===== src/rtl/branch_fwd_scoreboard_pkg.sv =====
// Shared types and constants for the ID-stage branch forwarding scoreboard.
package branch_fwd_scoreboard_pkg;

  // Widest register address an entry can hold; narrower addresses are zero-extended.
  localparam int unsigned REG_AW_MAX      = 8;
  localparam int unsigned FW_SEL_RF       = 0;
  localparam int unsigned ALU_RDY_IDX_DEF = 1;
  localparam int unsigned LD_RDY_IDX_DEF  = 2;

  typedef struct packed {
    logic                  valid;
    logic [REG_AW_MAX-1:0] dest;
    logic                  is_load;
  } sb_entry_t;

  function automatic int unsigned sel_w(input int unsigned depth);
    return $clog2(depth + 1);
  endfunction

endpackage


===== src/rtl/brfwd_port_lookup.sv =====
// One branch read port: youngest matching scoreboard entry, readiness check,
// forwarding select and stall request.
module brfwd_port_lookup
  import branch_fwd_scoreboard_pkg::*;
#(
  parameter int unsigned REG_AW      = 5,
  parameter int unsigned DEPTH       = 3,
  parameter int unsigned SELW        = sel_w(DEPTH),
  parameter int unsigned ALU_RDY_IDX = ALU_RDY_IDX_DEF,
  parameter int unsigned LD_RDY_IDX  = LD_RDY_IDX_DEF
) (
  input  sb_entry_t [DEPTH-1:0] entries_i,
  input  logic [REG_AW-1:0]     rd_addr_i,
  input  logic                  rd_en_i,
  output logic [SELW-1:0]       sel_c_o,
  output logic                  stall_c_o
);

  logic                  found;
  logic [REG_AW_MAX-1:0] addr_ext;

  assign addr_ext = REG_AW_MAX'(rd_addr_i);

  // Index 0 is the youngest writer; the first hit masks every older one.
  always_comb begin
    sel_c_o   = SELW'(FW_SEL_RF);
    stall_c_o = 1'b0;
    found     = 1'b0;
    for (int unsigned i = 0; i < DEPTH; i++) begin
      if (!found && rd_en_i && entries_i[i].valid &&
          (entries_i[i].dest != '0) && (entries_i[i].dest == addr_ext)) begin
        found = 1'b1;
        if (i >= (entries_i[i].is_load ? LD_RDY_IDX : ALU_RDY_IDX)) begin
          sel_c_o = SELW'(i + 1);
        end else begin
          stall_c_o = 1'b1;
        end
      end
    end
  end

endmodule


===== src/rtl/branch_fwd_scoreboard.sv =====
// ID-stage branch operand forwarding scoreboard mirroring EX/MEM/WB writers.
// Define BRFWD_PERF_EN to add the stall-cycle and forward-event counters.
module branch_fwd_scoreboard
  import branch_fwd_scoreboard_pkg::*;
#(
  parameter int unsigned REG_AW      = 5,
  parameter int unsigned NUM_RD      = 2,
  parameter int unsigned DEPTH       = 3,
  parameter int unsigned ALU_RDY_IDX = ALU_RDY_IDX_DEF,
  parameter int unsigned LD_RDY_IDX  = LD_RDY_IDX_DEF
) (
  input  logic                               clk,
  input  logic                               rst,
  input  logic                               id_valid,
  input  logic                               id_is_branch,
  input  logic [NUM_RD*REG_AW-1:0]           id_rd_addr,
  input  logic [NUM_RD-1:0]                  id_rd_used,
  input  logic                               id_regwrite,
  input  logic [REG_AW-1:0]                  id_dest,
  input  logic                               id_is_load,
  input  logic                               ext_stall,
  output logic [NUM_RD*sel_w(DEPTH)-1:0]     fw_sel,
  output logic                               br_stall
`ifdef BRFWD_PERF_EN
  ,
  output logic [31:0]                        perf_stall_cycles,
  output logic [31:0]                        perf_fwd_events
`endif
);

  localparam int unsigned SELW = sel_w(DEPTH);

  sb_entry_t [DEPTH-1:0] sb_q;
  sb_entry_t [DEPTH-1:0] sb_d;
  logic [NUM_RD-1:0]     port_stall;

  for (genvar p = 0; p < NUM_RD; p++) begin : g_port
    brfwd_port_lookup #(
      .REG_AW      (REG_AW),
      .DEPTH       (DEPTH),
      .SELW        (SELW),
      .ALU_RDY_IDX (ALU_RDY_IDX),
      .LD_RDY_IDX  (LD_RDY_IDX)
    ) u_lookup (
      .entries_i (sb_q),
      .rd_addr_i (id_rd_addr[p*REG_AW +: REG_AW]),
      .rd_en_i   (id_valid && id_is_branch && id_rd_used[p]),
      .sel_c_o   (fw_sel[p*SELW +: SELW]),
      .stall_c_o (port_stall[p])
    );
  end

  assign br_stall = |port_stall;

  // Shift toward WB; a stalled or empty ID slot enters EX as a bubble.
  always_comb begin
    sb_d = sb_q;
    if (!ext_stall) begin
      for (int unsigned k = 1; k < DEPTH; k++) begin
        sb_d[k] = sb_q[k-1];
      end
      sb_d[0] = '0;
      if (id_valid && !br_stall) begin
        sb_d[0].valid   = id_regwrite;
        sb_d[0].dest    = REG_AW_MAX'(id_dest);
        sb_d[0].is_load = id_is_load;
      end
    end
  end

  always_ff @(posedge clk) begin
    if (rst) begin
      sb_q <= '0;
    end else begin
      sb_q <= sb_d;
    end
  end

`ifdef BRFWD_PERF_EN
  logic [31:0] stall_cnt_q, stall_cnt_d;
  logic [31:0] fwd_cnt_q, fwd_cnt_d;

  // Saturating event counters.
  always_comb begin
    stall_cnt_d = stall_cnt_q;
    fwd_cnt_d   = fwd_cnt_q;
    if (br_stall && !ext_stall && (stall_cnt_q != '1)) begin
      stall_cnt_d = stall_cnt_q + 32'd1;
    end
    if ((fw_sel != '0) && (fwd_cnt_q != '1)) begin
      fwd_cnt_d = fwd_cnt_q + 32'd1;
    end
  end

  always_ff @(posedge clk) begin
    if (rst) begin
      stall_cnt_q <= '0;
      fwd_cnt_q   <= '0;
    end else begin
      stall_cnt_q <= stall_cnt_d;
      fwd_cnt_q   <= fwd_cnt_d;
    end
  end

  assign perf_stall_cycles = stall_cnt_q;
  assign perf_fwd_events   = fwd_cnt_q;
`endif

endmodule


===== config.mk =====
export PLATFORM = sky130hd
export DESIGN_NAME = branch_fwd_scoreboard
export DESIGN_NICKNAME = d
export VERILOG_FILES = /design/src/rtl/branch_fwd_scoreboard_pkg.sv /design/src/rtl/brfwd_port_lookup.sv /design/src/rtl/branch_fwd_scoreboard.sv
export SDC_FILE = /design/constraint.sdc
export NUM_CORES = 1
export LEC_CHECK = 0
export CAP_MARGIN = 20
export CELL_PAD_IN_SITES_DETAIL_PLACEMENT = 1
export CELL_PAD_IN_SITES_GLOBAL_PLACEMENT = 2
export CORE_MARGIN = 8
export CORE_UTILIZATION = 25
export DETAILED_ROUTE_END_ITERATION = 8
export GPL_ROUTABILITY_DRIVEN = 0
export HOLD_SLACK_MARGIN = 0.12
export PLACE_DENSITY = 0.63
export SLEW_MARGIN = 20
export SYNTH_ARGS = -nofsm -noshare
export SYNTH_HDL_FRONTEND = slang
export SYNTH_HIERARCHICAL = 1
export SYNTH_SLANG_ARGS = --single-unit
export TNS_END_PERCENT = 1

===== constraint.sdc =====
create_clock -name clk -period 6.2 [get_ports clk]
set_input_delay 1.24 -clock clk [delete_from_list [all_inputs] [get_ports clk]]
set_output_delay 1.24 -clock clk [all_outputs]
set_load 0.02 [all_outputs]

==> metrics.md, run 1 <==
| Metric | Value |
|---|---|
| Cell Pwr Density | 162 nW/µm² |
| Post-synthesis cell area | 1390 µm² |
| Number of warnings issued by yosys | 6 |
| Hold Crit Class | flop to flop |
| CTS tree | yes |
| Critical-path cell with the highest stage delay | clkdlybuf4s50_1 |
| Worst R2R Start | sb_q[11]$_SDFFE_PP0N_ |
| Max reg flops | 20 |
| Combinational cell fraction of total power | 0.196 |
| DRT iter0 DRCs | 50 |
| Die Ht | 90.5 µm |
| Setup CP Type | primary input to output port |
| WL/cell | 16.4 µm |
| Setup TNS | 0 ns |
| Core area | 5440 µm² |
| Total CTS buffers | 3 |
| First-pass GRT wire length | 7550 µm |
| Endpoints failing hold | 0 |
| WP data required | 4.96 ns |
| CP max stage delay | 0.61 ns |
| HP Start | sb_q[0]$_SDFFE_PP0N_ |
| Crit-path cells | clkdlybuf4s50_1 > and3_1 > nand2_1 > or4_1 > o41ai_1 > or2_2 > clkdlybuf4s50_1 |
| Placed instance count | 268 |
| Max Clock Skew | 0.00627 ns |
| Hold Path End | sb_q[0]$_SDFFE_PP0N_ |
| Clock slew at reported path FFs | 0.08 ns |
| MaxCap Viol Count | 0 |
| Status | finished, final reports clean |
| Initial antenna violation count | 0 |
| Final setup viols | 0 |
| CTS H-tree lvls | 1 |
| Unrepaired setup endpoints after global routing | false |
| Sw Ratio | 0.273 |
| Die Wd | 90.5 µm |
| CP Max Fanout | 4 |
| WP data arrival | 3.71 ns |
| 1st-pass router iterations | 4 |
| # clock sinks | 20 |
| DRT Wirelength | 4470 µm |
| Crit-path leading delay family | buffers and inverters |
| Fin crit share | 0.799 |
| Longest Clk Path Bufs | 2 |
| Setup crit end kind | output port |
| Vias in the first global route | 1417 |
| Final min period | 4.95 ns |
| Worst reg2reg setup slack | 3.75 ns |
| Biggest regs | sb_q: 20 flops |
| Internal Pwr Total | 0.000219 W |
| Most common cell on crit path | clkdlybuf4s50_1 |
| Fin cells | 272 |
| RR Endpoint | sb_q[4]$_SDFFE_PP0N_ |
| CTS-repair resized insts | 0 |
| Post-route ant nets | 0 |
| Top reg by flops | sb_q |
| Largest net degree at the start of global routing | 22 |
| Grt total ovfl | 0 |
| Reg2reg path depth | 7 |
| Final net count | 225 |
| DR vias/cell | 4.64 |
| Die area | 8200 µm² |
| Starting Density | 0.255 |
| Layout cell share with drive strength beyond 1 | 0.0750 |
| CP bufs+invs | 2 |
| I/O Pins | 29 |
| Drt drc | 0 |
| Slew @ Worst Pin | 0.679 ns |
| FP Rows | 27 |
| Ant. Diodes | 0 |
| Placed wire-length estimate | 3570 µm |
| All-Layer GR Usage | 0.114 |
| Hold_buf cts | 0 |
| Peak Freq | 202 MHz |
| Synthesized area per cell | 9.08 µm² |
| Switching power | 0.0000823 W |
| Leak | 0.656 nW |
| Port bufs | 28 |
| Routed vias | 1261 |
| Post-Syn Instances | 153 |
| Clk pwr share | 0.349 |
| Startpoint types | primary input |
| Slew Viols, Final | 0 |
| Clk_lat worst skew | 0.26 ns |
| Relative slew slack | 0.546 |
| Post-CTS setup buffers | 0 |
| Hold-critical path depth | 1 |
| Peak supply drop | 0.0649 mV |
| CTS root buffer | clkbuf_8 |
| Synth-to-layout area growth | 33.6% |
| Register share of total power | 0.455 |
## through the flow
step                cell area (µm²)  hold slack, ns   util  total power, W  setup WS [ns]
floorplan                      1470           0.432      -        0.000173           2.51
global placement               1810           0.447  0.332        0.000198           1.37
detailed placement             1810           0.456  0.332        0.000199           1.23
CTS                            1860           0.476  0.342        0.000306           1.25
global route                   1860           0.488  0.341        0.000321           1.06
finish                         1860           0.468  0.341        0.000301           1.25
## per-layer routing
metal	routed length, µm	global-route usage	vias to the layer above
met5	0	0	-
met4	19	0.0291	0
met3	77	0.0158	2
met2	2300	0.200	11
met1	2080	0.141	621
li1	-	-	627
## cell type report
type | count | area, µm²
Sequential cell | 20 | 400
Timing Repair Buffer | 28 | 275
Fill cell | 656 | 3580
Multi-Input combinational cell | 148 | 1030
Clock buffer | 4 | 55.1
Tap cell | 72 | 90.1
## how the worst max path moves through the flow
| stage | from | end | slack [ns] | cells past startpoint |
|---|---|---|---|---|
| 5_1_grt | id_valid | br_stall | 1.06 | 7 |
| 3_5_place_dp | id_valid | br_stall | 1.23 | 7 |
| 6_report | id_valid | br_stall | 1.25 | 7 |
| 2_1_floorplan | id_rd_used[0] | fw_sel[0] | 2.51 | 5 |
| 4_1_cts | id_valid | br_stall | 1.25 | 7 |
| 3_3_place_gp | id_valid | br_stall | 1.37 | 7 |
## cell usage in the layout, fill, tap and decap left out
master           instances
clkdlybuf4s50_1         27
conb_1                  22
dfxtp_1                 20
nor2_1                  19
xnor2_1                 16
mux2i_1                 13
nand2_1                 10
nand2b_1                 8
xor2_1                   8
nand3_1                  6
o2bb2ai_1                5
clkbuf_8                 4
nor3_1                   4
or4_1                    4
o41ai_1                  4
or4b_1                   3
and3_1                   2
nor3b_1                  2
nor4_1                   2
a21oi_1                  2
o21ai_0                  2
or4_4                    2
o21ai_4                  2
a2111oi_4                2
nor4b_1                  2
a211o_1                  2
a21oi_2                  2
or2_2                    1
nor2b_1                  1
a2bb2o_4                 1
a22o_1                   1
buf_2                    1
## power groups by stage
stage               Combinational [W]  Clock [W]  Sequential (W)
finish                      0.0000589   0.000105        0.000137
global route                0.0000654   0.000118        0.000138
CTS                         0.0000598   0.000109        0.000137
detailed placement          0.0000594          0        0.000140
global placement            0.0000586          0        0.000140
floorplan                   0.0000348          0        0.000138
(Power assumes the default switching activity.)
==> run 2: changes to the inputs <==
PLACE_DENSITY = 0.66   (was 0.63)
clock period = 4.3 ns   (was 6.2 ns; I/O delays follow)
==> run 2 against run 1 <==
Final area rose by 1.6%. Wire length fell by 3.3%. Cell count rose by 0.37%. Critical path depth did not move. Largest cell class unchanged. Highest routed layer unchanged.
==> metrics.md, run 2 (synthesis results as in run 1) <==
| Metric | Value |
|---|---|
| Max reg flops | 20 |
| GR peak layer | met2 |
| I/O Pins | 29 |
| WL/cell | 15.8 µm |
| CTS-repair resized insts | 0 |
| CTS H-tree lvls | 1 |
| Top reg by flops | sb_q |
| CTS tree | yes |
| Fin crit share | 0.977 |
| Setup TNS | 0 ns |
| Unrepaired setup endpoints after global routing | true |
| Crit-path leading delay family | buffers and inverters |
| CP Max Fanout | 4 |
| CTS root buffer | clkbuf_8 |
| Port bufs | 28 |
| Design area | 1880 µm² |
| Drt drc | 0 |
| Grt total ovfl | 0 |
| Status | finished, final reports clean |
| WP data arrival | 3.34 ns |
| Final net count | 226 |
| DR vias/cell | 4.62 |
| Hold Crit Class | flop to flop |
| Setup crit end kind | output port |
| Met2 Resource Use GR | 0.192 |
| Most common cell on crit path | clkdlybuf4s50_1 |
| Met1 Resource Use GR | 0.127 |
| Post-CTS setup buffers | 0 |
| WP data required | 3.44 ns |
| DRT iter0 DRCs | 36 |
| MaxCap Viol Count | 0 |
| Placed cell area | 1810 µm² |
| FP Rows | 27 |
| 1st-pass router iterations | 4 |
| Endpoints failing hold | 0 |
| Total CTS buffers | 3 |
| Die area | 8200 µm² |
| Placed wire-length estimate | 3540 µm |
| Longest Clk Path Bufs | 2 |
| Initial antenna violation count | 0 |
| Layout cell share with drive strength beyond 1 | 0.0746 |
| Core area | 5440 µm² |
| Peak supply drop | 0.188 mV |
| Hold_buf cts | 0 |
| Total power | 0.000477 W |
| Die Ht | 90.5 µm |
| Cell Pwr Density | 253 nW/µm² |
| Commonest non-fill, non-tap cell in the layout | clkdlybuf4s50_1 |
| Slew Viols, Final | 0 |
| Crit-path cells | clkdlybuf4s50_1 > and3_1 > nand2_1 > or4_1 > o41ai_1 > or2_2 > clkdlybuf4s50_1 |
| DRT Wirelength | 4320 µm |
| Fill cells | 644 |
| CP bufs+invs | 2 |
| Slew @ Worst Pin | 0.682 ns |
| Peak Freq | 238 MHz |
| Final setup viols | 0 |
| Critical-path cell with the highest stage delay | clkdlybuf4s50_1 |
| Final min period | 4.20 ns |
| Vias in the first global route | 1328 |
| Die Wd | 90.5 µm |
| Largest net degree at the start of global routing | 17 |
| First-pass GRT wire length | 7020 µm |
| All-Layer GR Usage | 0.106 |
| Most frequent cells in the layout | 28 x clkdlybuf4s50_1, 22 x conb_1, 20 x dfxtp_1, 19 x nor2_1, 16 x xnor2_1 |
| Ant. Diodes | 0 |
| Placed instance count | 269 |
| Max Clock Skew | 0.00722 ns |
| Clk_lat worst skew | 0.26 ns |
| Startpoint types | primary input |
| Post-route ant nets | 0 |
| # clock sinks | 20 |
| Starting Density | 0.255 |
| Biggest regs | sb_q: 20 flops |
| Clock slew at reported path FFs | 0.08 ns |
| Setup CP Type | primary input to output port |
| CP max stage delay | 0.60 ns |
| Routing usage on met3 | 0.0241 |
| Relative slew slack | 0.544 |
| Synth-to-layout area growth | 35.7% |
| Routed vias | 1262 |
| Leak | 0.668 nW |
| Fin cells | 273 |
## run 2: changes by cell type in the layout (fill, tap and decap cells not counted)
cell,before,now
buf_2,1,0
bufinv_16,0,1
clkdlybuf4s50_1,27,28
clkbuf_8,4,3
buf_4,0,1
## run 2: routing by layer
layer | wire length, µm | vias to the layer above
met4 | 8 | 0
met5 | 0 | -
met1 | 2050 | 615
li1 | - | 625
met3 | 135 | 2
met2 | 2130 | 20
## run 2: path summary, 6_finish.rpt
check / from / to / slack [ns] / cells past startpoint
setup / recovery: id_valid / br_stall / 0.10 / 7
hold / removal: sb_q[0]$_SDFFE_PP0N_ / sb_q[0]$_SDFFE_PP0N_ / 0.48 / 1
setup reg to reg: sb_q[11]$_SDFFE_PP0N_ / sb_q[4]$_SDFFE_PP0N_ / 1.89 / 7
hold reg to reg: sb_q[0]$_SDFFE_PP0N_ / sb_q[0]$_SDFFE_PP0N_ / 0.48 / 1
## run 2: per-stage QoR
step / hold WS, ns / setup slack, ns / util
finish: 0.477 / 0.101 / 0.346
floorplan: 0.432 / 1.37 / -
detailed placement: 0.453 / 0.165 / 0.333
CTS: 0.477 / 0.155 / 0.346
global route: 0.488 / -0.0430 / 0.346
global placement: 0.448 / 0.232 / 0.333
## run 2: layout make-up
cell class | instances | area (µm²) | share of cell area
multi-input cells | 148 | 1030 | 0.549
flip-flops and latches | 20 | 400 | 0.212
repair buffers | 29 | 288 | 0.153
well taps | 72 | 90.1 | 0.0478
clock buffers | 3 | 41.3 | 0.0219
clock inverters | 1 | 30.0 | 0.0159
## run 2: power by group
group | switching (W) | total [W] | leakage, nW | internal (W)
registers | 0.00000783 | 0.000197 | 0.162 | 0.000190
clock network | 0.0000694 | 0.000194 | 0.0357 | 0.000124
logic | 0.0000409 | 0.0000861 | 0.470 | 0.0000452
total | 0.000118 | 0.000477 | 0.668 | 0.000359
==> run 3: changes to the inputs <==
SKIP_CTS_REPAIR_TIMING = 1   (was unset)
TNS_END_PERCENT = 30   (was 1)
==> results of run 3 <==
The final DEF is identical to that of run 2; final timing and power are the same.
